`src/rtl/sfp_dispatch_pkg.sv`:
```
// Shared types and default sizing for the SFP dispatch scheduler.
package sfp_dispatch_pkg;

  localparam int DEF_NUM_CH = 4;
  localparam int DEF_CNT_W  = 8;

  typedef enum logic [1:0] {
    ST_IDLE     = 2'd0,
    ST_ARB      = 2'd1,
    ST_DISPATCH = 2'd2
  } state_t;

endpackage

```
`src/rtl/sfp_rr_arb.sv`:
```
// Rotating-priority selector: lowest pending index at or above rr_ptr, wrapping.
module sfp_rr_arb #(
  parameter  int NUM_CH = 4,
  localparam int CH_W   = $clog2(NUM_CH)
) (
  input  logic [NUM_CH-1:0] pending,
  input  logic [CH_W-1:0]   rr_ptr,
  output logic [NUM_CH-1:0] grant,
  output logic [CH_W-1:0]   idx,
  output logic              any
);

  logic [CH_W:0]   sum  [NUM_CH];
  logic [CH_W-1:0] cand [NUM_CH];

  // cand[k] is the channel visited k steps after rr_ptr; rr_ptr < NUM_CH so one subtract wraps
  genvar gi;
  for (gi = 0; gi < NUM_CH; gi++) begin : g_rot
    assign sum[gi]  = {1'b0, rr_ptr} + (CH_W+1)'(gi);
    assign cand[gi] = (sum[gi] >= (CH_W+1)'(NUM_CH))
                      ? CH_W'(sum[gi] - (CH_W+1)'(NUM_CH))
                      : sum[gi][CH_W-1:0];
  end

  always_comb begin
    grant = '0;
    idx   = '0;
    any   = 1'b0;
    for (int k = NUM_CH - 1; k >= 0; k--) begin
      if (pending[cand[k]]) begin
        any = 1'b1;
        idx = cand[k];
      end
    end
    if (any) grant[idx] = 1'b1;
  end

endmodule

```
`src/rtl/sfp_dispatch_sched.sv`:
```
// SFP queue dispatch scheduler: latch mode mirrors the valid vector, round-robin mode
// grants each pending queue for a burst of ready beats with one idle cycle between grants.
module sfp_dispatch_sched
  import sfp_dispatch_pkg::*;
#(
  parameter  int NUM_CH = DEF_NUM_CH,
  parameter  int CNT_W  = DEF_CNT_W,
  localparam int CH_W   = $clog2(NUM_CH)
) (
  input  logic              ap_clk,
  input  logic              ap_rst,
  input  logic              kernel_send_start,
  input  logic [NUM_CH-1:0] qune_send_vaild,
  input  logic              cfg_mode,
  input  logic [CNT_W-1:0]  cfg_burst_len,
  input  logic              sfp_ready,
  output logic [NUM_CH-1:0] sfp_dispatch_en,
  output logic [CH_W-1:0]   sfp_dispatch_ch,
  output logic              busy,
  output logic              round_done,
  output logic              start_drop
);

  state_t            state_q, state_d;
  logic [NUM_CH-1:0] en_q, en_d;
  logic [CH_W-1:0]   ch_q, ch_d;
  logic [CNT_W-1:0]  cnt_q, cnt_d;
  logic [NUM_CH-1:0] pending_q, pending_d;
  logic [CH_W-1:0]   rr_ptr_q, rr_ptr_d;
  logic              busy_q, busy_d;
  logic              round_done_q, round_done_d;
  logic              start_drop_q, start_drop_d;

  logic [NUM_CH-1:0] arb_grant;
  logic [CH_W-1:0]   arb_idx;
  logic              arb_any;
  logic              last_beat;
  logic [NUM_CH-1:0] pending_left;
  logic [CNT_W-1:0]  burst_eff;

  sfp_rr_arb #(.NUM_CH(NUM_CH)) u_arb (
    .pending (pending_q),
    .rr_ptr  (rr_ptr_q),
    .grant   (arb_grant),
    .idx     (arb_idx),
    .any     (arb_any)
  );

  assign last_beat    = sfp_ready && (cnt_q == CNT_W'(1));
  assign pending_left = pending_q & ~en_q;
  assign burst_eff    = (cfg_burst_len == '0) ? CNT_W'(1) : cfg_burst_len;

  always_ff @(posedge ap_clk or posedge ap_rst) begin
    if (ap_rst) begin
      state_q      <= ST_IDLE;
      en_q         <= '0;
      ch_q         <= '0;
      cnt_q        <= '0;
      pending_q    <= '0;
      rr_ptr_q     <= '0;
      busy_q       <= 1'b0;
      round_done_q <= 1'b0;
      start_drop_q <= 1'b0;
    end else begin
      state_q      <= state_d;
      en_q         <= en_d;
      ch_q         <= ch_d;
      cnt_q        <= cnt_d;
      pending_q    <= pending_d;
      rr_ptr_q     <= rr_ptr_d;
      busy_q       <= busy_d;
      round_done_q <= round_done_d;
      start_drop_q <= start_drop_d;
    end
  end

  always_comb begin
    state_d = state_q;
    unique case (state_q)
      ST_IDLE:     if (kernel_send_start && cfg_mode && (|qune_send_vaild)) state_d = ST_ARB;
      ST_ARB:      state_d = arb_any ? ST_DISPATCH : ST_IDLE;
      ST_DISPATCH: if (last_beat) state_d = (|pending_left) ? ST_ARB : ST_IDLE;
      default:     state_d = ST_IDLE;
    endcase
  end

  always_comb begin
    en_d         = en_q;
    ch_d         = ch_q;
    cnt_d        = cnt_q;
    pending_d    = pending_q;
    rr_ptr_d     = rr_ptr_q;
    round_done_d = 1'b0;
    start_drop_d = kernel_send_start && (state_q != ST_IDLE);
    busy_d       = (state_d != ST_IDLE);
    unique case (state_q)
      ST_IDLE: begin
        if (kernel_send_start) begin
          if (cfg_mode) begin
            en_d      = '0;
            pending_d = qune_send_vaild;
          end else begin
            en_d = qune_send_vaild;
          end
        end
      end
      ST_ARB: begin
        en_d  = arb_grant;
        ch_d  = arb_idx;
        cnt_d = arb_any ? burst_eff : '0;
      end
      ST_DISPATCH: begin
        if (last_beat) begin
          en_d         = '0;
          cnt_d        = '0;
          pending_d    = pending_left;
          rr_ptr_d     = (ch_q == CH_W'(NUM_CH - 1)) ? '0 : ch_q + CH_W'(1);
          round_done_d = ~(|pending_left);
        end else if (sfp_ready) begin
          cnt_d = cnt_q - CNT_W'(1);
        end
      end
      default: ;
    endcase
  end

  assign sfp_dispatch_en = en_q;
  assign sfp_dispatch_ch = ch_q;
  assign busy            = busy_q;
  assign round_done      = round_done_q;
  assign start_drop      = start_drop_q;

endmodule

```
`config.mk`:
```
export PLATFORM = sky130hd
export DESIGN_NAME = sfp_dispatch_sched
export DESIGN_NICKNAME = d
export VERILOG_FILES = /design/src/rtl/sfp_dispatch_pkg.sv /design/src/rtl/sfp_rr_arb.sv /design/src/rtl/sfp_dispatch_sched.sv
export SDC_FILE = /design/constraint.sdc
export NUM_CORES = 1
export LEC_CHECK = 0
export BUFFER_PORTS_ARGS = -buffer_cell sky130_fd_sc_hd__buf_2
export CAP_MARGIN = 20
export CORE_MARGIN = 10
export CORE_UTILIZATION = 35
export CTS_CLUSTER_DIAMETER = 60
export DETAILED_ROUTE_END_ITERATION = 8
export PLACE_DENSITY_LB_ADDON = 0.05
export SLEW_MARGIN = 20
export SYNTH_ARGS = -nofsm -noshare
export SYNTH_HDL_FRONTEND = slang
export SYNTH_SLANG_ARGS = --single-unit
export TNS_END_PERCENT = 5
```
`constraint.sdc`:
```
create_clock -name ap_clk -period 3.2 [get_ports ap_clk]
set_input_delay 0.8 -clock ap_clk [delete_from_list [all_inputs] [get_ports ap_clk]]
set_output_delay 0.8 -clock ap_clk [all_outputs]
set_load 0.005 [all_outputs]
```
==> summary by stage <==
CTS
The total clock sinks is 25. Once the clock tree was built, the resizer swapped 0 gates to a different size. Buffers inserted during clock tree synthesis total 3. Clock-pin slew was measured on the worst setup and hold paths at 0.09 ns.

The clock passes through at most 2 buffers. The number of setup buffers added after CTS is 0. The clock root buffer is clkbuf_8. The insertion delay to the later sink of the worst-skew pair is 0.27 ns. The TritonCTS clock tree is yes.

The H-tree depth reported by CTS is 1. The total of hold buffers inserted after clock tree synthesis is 0.

Timing
The final total negative setup slack is 0 ns. Setup repair after global routing left no endpoint under its margin. The count of endpoints failing hold in the final timing report was 0. The relative max-transition margin is 37.8%.

The measured slew at the worst slew-check pin is 0.933 ns. The smallest setup slack after layout is 1.00 ns. After layout, the worst path uses 68.8% of the clock period. The final count of pins violating max slew was 0. The final critical path time including I/O delays and setup is 2.20 ns. Clock skew on the completed layout was measured at 0.00288 ns. Timing would allow up to 0.454 GHz.

Hold is met by 0.448 ns. Setup violations remaining at the end of the flow were counted as 0.

Setup path
STA classifies the critical path endpoint as a register. The delay of the slowest cell on the worst path is 0.72 ns. The worst reg2reg path startpoint is state_q[1]$_DFF_PP0_. The required time of the critical path is 3.36 ns. The category of the worst setup path launch point is a register. The class of the most critical setup path is reg -> reg. The critical path's slowest cell is a21oi_1. The launching element of the worst setup path is state_q[1]$_DFF_PP0_. The peak fanout along the critical path is 15.

The critical path goes through inv_1 > ha_1 > nor2b_1 > a21oi_1 > mux2_2. The data arrival time at the worst-slack endpoint is 2.36 ns.

Logic synthesis
For this run, the number of Yosys warnings is 0. Each instance of the synthesized netlist takes up on average 8.85 sq um. The mapped netlist covers 1500 sq um.

The number of distinct standard cells referenced by the synthesized netlist is 39. In the synthesized netlist, the number of instances is 170. Counting every net in the synthesized netlist gives 194. The sequential share of the synthesized area is 41.6%. The synthesized design contains 25 register bits.

Placement
The count of port buffers added during placement is 25. The global placement routability congestion is 0.858. OpenSTA, run right after detailed placement, puts the worst setup slack at 1.04 ns. After legalization and detailed placement, the total HPWL measured 2980 um.

Drt
The via-per-instance ratio is 5.51. The count of nets left with antenna violations once routing finished came out at 0. The number of search-and-repair iterations in the first detailed-routing pass is 4. The number of design-rule violations left by the first detailed-router iteration is 80. The wire length reported by the detailed router is 3810 um.

Detailed routing inserted a total of 1355 vias. After detailed routing, the number of remaining DRC violations is 0. The average routed wire per standard cell is 15.5 um.

GRT
The first global-routing pass estimated 6470 um of wire. The via count of the first global-routing pass is 1349. The pin count of the biggest net entering global routing is 26.

The leftover overflow at the end of global routing is 0. The number of antenna violations at the first check in global routing is 0. The all-layer global routing usage is 10.6%.

Run
The tool flagged a number of max-cap violations equal to 0.

Floorplanning
After floorplanning, the core was sized to cover 4090 sq um. The die span in y is 85.6 um. For this design the top-level I/O count stands at 26. The initial cell density of the core is 36.8%.

The die is 85.6 um wide. The full die area is 7320 sq um. The number of rows created at floorplan is 23.

Finish
The relative area change from synthesis to final layout is 15.7%. The number of antenna diodes in the final layout is 0. The ratio of cells with drive above 1 in the final layout is 20.4%.

The layout has 429 filler cells. The total number of nets in the final design is 221.

Power and ir drop
The maximum VDD drop is 0.310 mV. The areal power density over the cells is 942 nW/um^2. The leakage power summed over all cells is 0.796 nW.

Status
The flow ran to the end, and the final reports show no timing, DRC or antenna violations.

Worst hold path
The path category of the worst min-delay check is in -> async.
==> report_power, final <==
group	internal [W]	total (W)	switching, W
Combinational	0.000358	0.000859	0.000501
Sequential	0.000447	0.000591	0.000143
Clock	0.0000871	0.000189	0.000102
==> cell usage in the layout (no fill, tap or decap), drive strengths merged, types with 4 or more instances in the layout <==
master  instances
nand3           4
dfrtp          25
a21oi          14
mux2            4
a32oi           6
inv            12
nor3            4
ha              7
nor2           18
nand2          19
a31oi           4
o21ai          20
buf            26
==> stage by stage <==
step	instances	instance area, sq um	power, W	util, %
2_1_floorplan	170	1500	0.00123	-
3_3_place_gp	241	1670	0.00145	40.8
3_5_place_dp	241	1670	0.00146	40.8
4_1_cts	245	1710	0.00165	41.9
5_1_grt	246	1740	0.00181	42.6
6_report	246	1740	0.00164	42.6
==> worst max-delay path: cells and delay by family, from the launching register on <==
family | cells | cell delay [ns]
compound gates | 1 | 0.72
simple gates | 1 | 0.17
flops | 1 | 0.43
mux | 1 | 0.41
buf+inv | 1 | 0.09
fa+ha+maj | 1 | 0.26
==> flip-flops by register name (all words and copies together), names as in the netlist <==
signal / flops
rr_ptr_q: 2
start_drop: 1
pending_q: 4
cnt_q: 8
sfp_dispatch_en: 4
busy: 1
round_done: 1
sfp_dispatch_ch: 2
state_q: 2
==> synth_stat cells, drive strengths merged <==
| cell | instances | area [sq um] |
|---|---|---|
| a22oi | 2 | 15.0 |
| o22a | 1 | 8.76 |
| a32oi | 6 | 52.6 |
| nor3 | 4 | 42.5 |
| nor2 | 18 | 67.6 |
| nand2 | 19 | 71.3 |
| a41oi | 1 | 16.3 |
| clkbuf | 1 | 3.75 |
| and3 | 1 | 7.51 |
| buf | 3 | 21.3 |
| and3b | 1 | 8.76 |
| nor2b | 3 | 18.8 |
| mux2 | 4 | 45.0 |
| nand3 | 4 | 20.0 |
| dfrtp | 25 | 626 |
| and2 | 2 | 15.0 |
| o22ai | 2 | 12.5 |
| o211ai | 1 | 7.51 |
| a21oi | 14 | 70.1 |
| mux2i | 1 | 10.0 |
| o21a | 1 | 7.51 |
| or4 | 3 | 26.3 |
| or3 | 1 | 6.26 |
| nor4 | 2 | 12.5 |
| a31oi | 4 | 25.0 |
| a211oi | 1 | 7.51 |
| o221ai | 1 | 8.76 |
| ha | 7 | 87.6 |
| o31a | 1 | 8.76 |
| o21ai | 20 | 100 |
| inv | 13 | 48.8 |
| a41o | 1 | 10.0 |
| nor3b | 1 | 7.51 |
| a21boi | 1 | 7.51 |
==> layout make-up <==
type	instances	area, sq um	area share [%]
clock buffers	3	41.3	2.37
clock inverters	1	5.00	0.288
inverters	13	48.8	2.80
multi-input cells	128	805	46.2
flip-flops and latches	25	626	35.9
well taps	50	62.6	3.59
repair buffers	26	153	8.77
==> cells by family after synthesis <==
kind of cell	count (synthesis)	share of synthesized area, %
AO/OA/AOI/OAI	57	23.8
adder cells (fa/ha/maj)	7	5.82
buffers and inverters	17	4.91
flip-flops	25	41.6
multiplexers	5	3.66
AND/OR/NAND/NOR	59	20.2
==> per-layer routing <==
layer / track usage [%] / vias to the layer above / wire length, um
li1: - / 673 / -
met1: 12.9 / 657 / 1700
met2: 17.2 / 23 / 1860
met3: 3.31 / 2 / 227
met4: 3.74 / 0 / 19
met5: 0 / - / 0
==> worst paths after layout <==
check                                                       to  slack, ns  cells after the start
worst max-delay path                      cnt_q[0]$_DFFE_PP0P_        1.0                      5
worst min-delay path            sfp_dispatch_en[0]$_DFFE_PP0P_       0.45                      2
worst max register to register            cnt_q[0]$_DFFE_PP0P_        1.0                      5
worst min register to register            cnt_q[7]$_DFFE_PP0P_       0.52                      2
max in group asynchronous                 cnt_q[6]$_DFFE_PP0P_       2.38                      3
min in group ap_clk                       cnt_q[7]$_DFFE_PP0P_       0.52                      2
(Power assumes the default switching activity.)
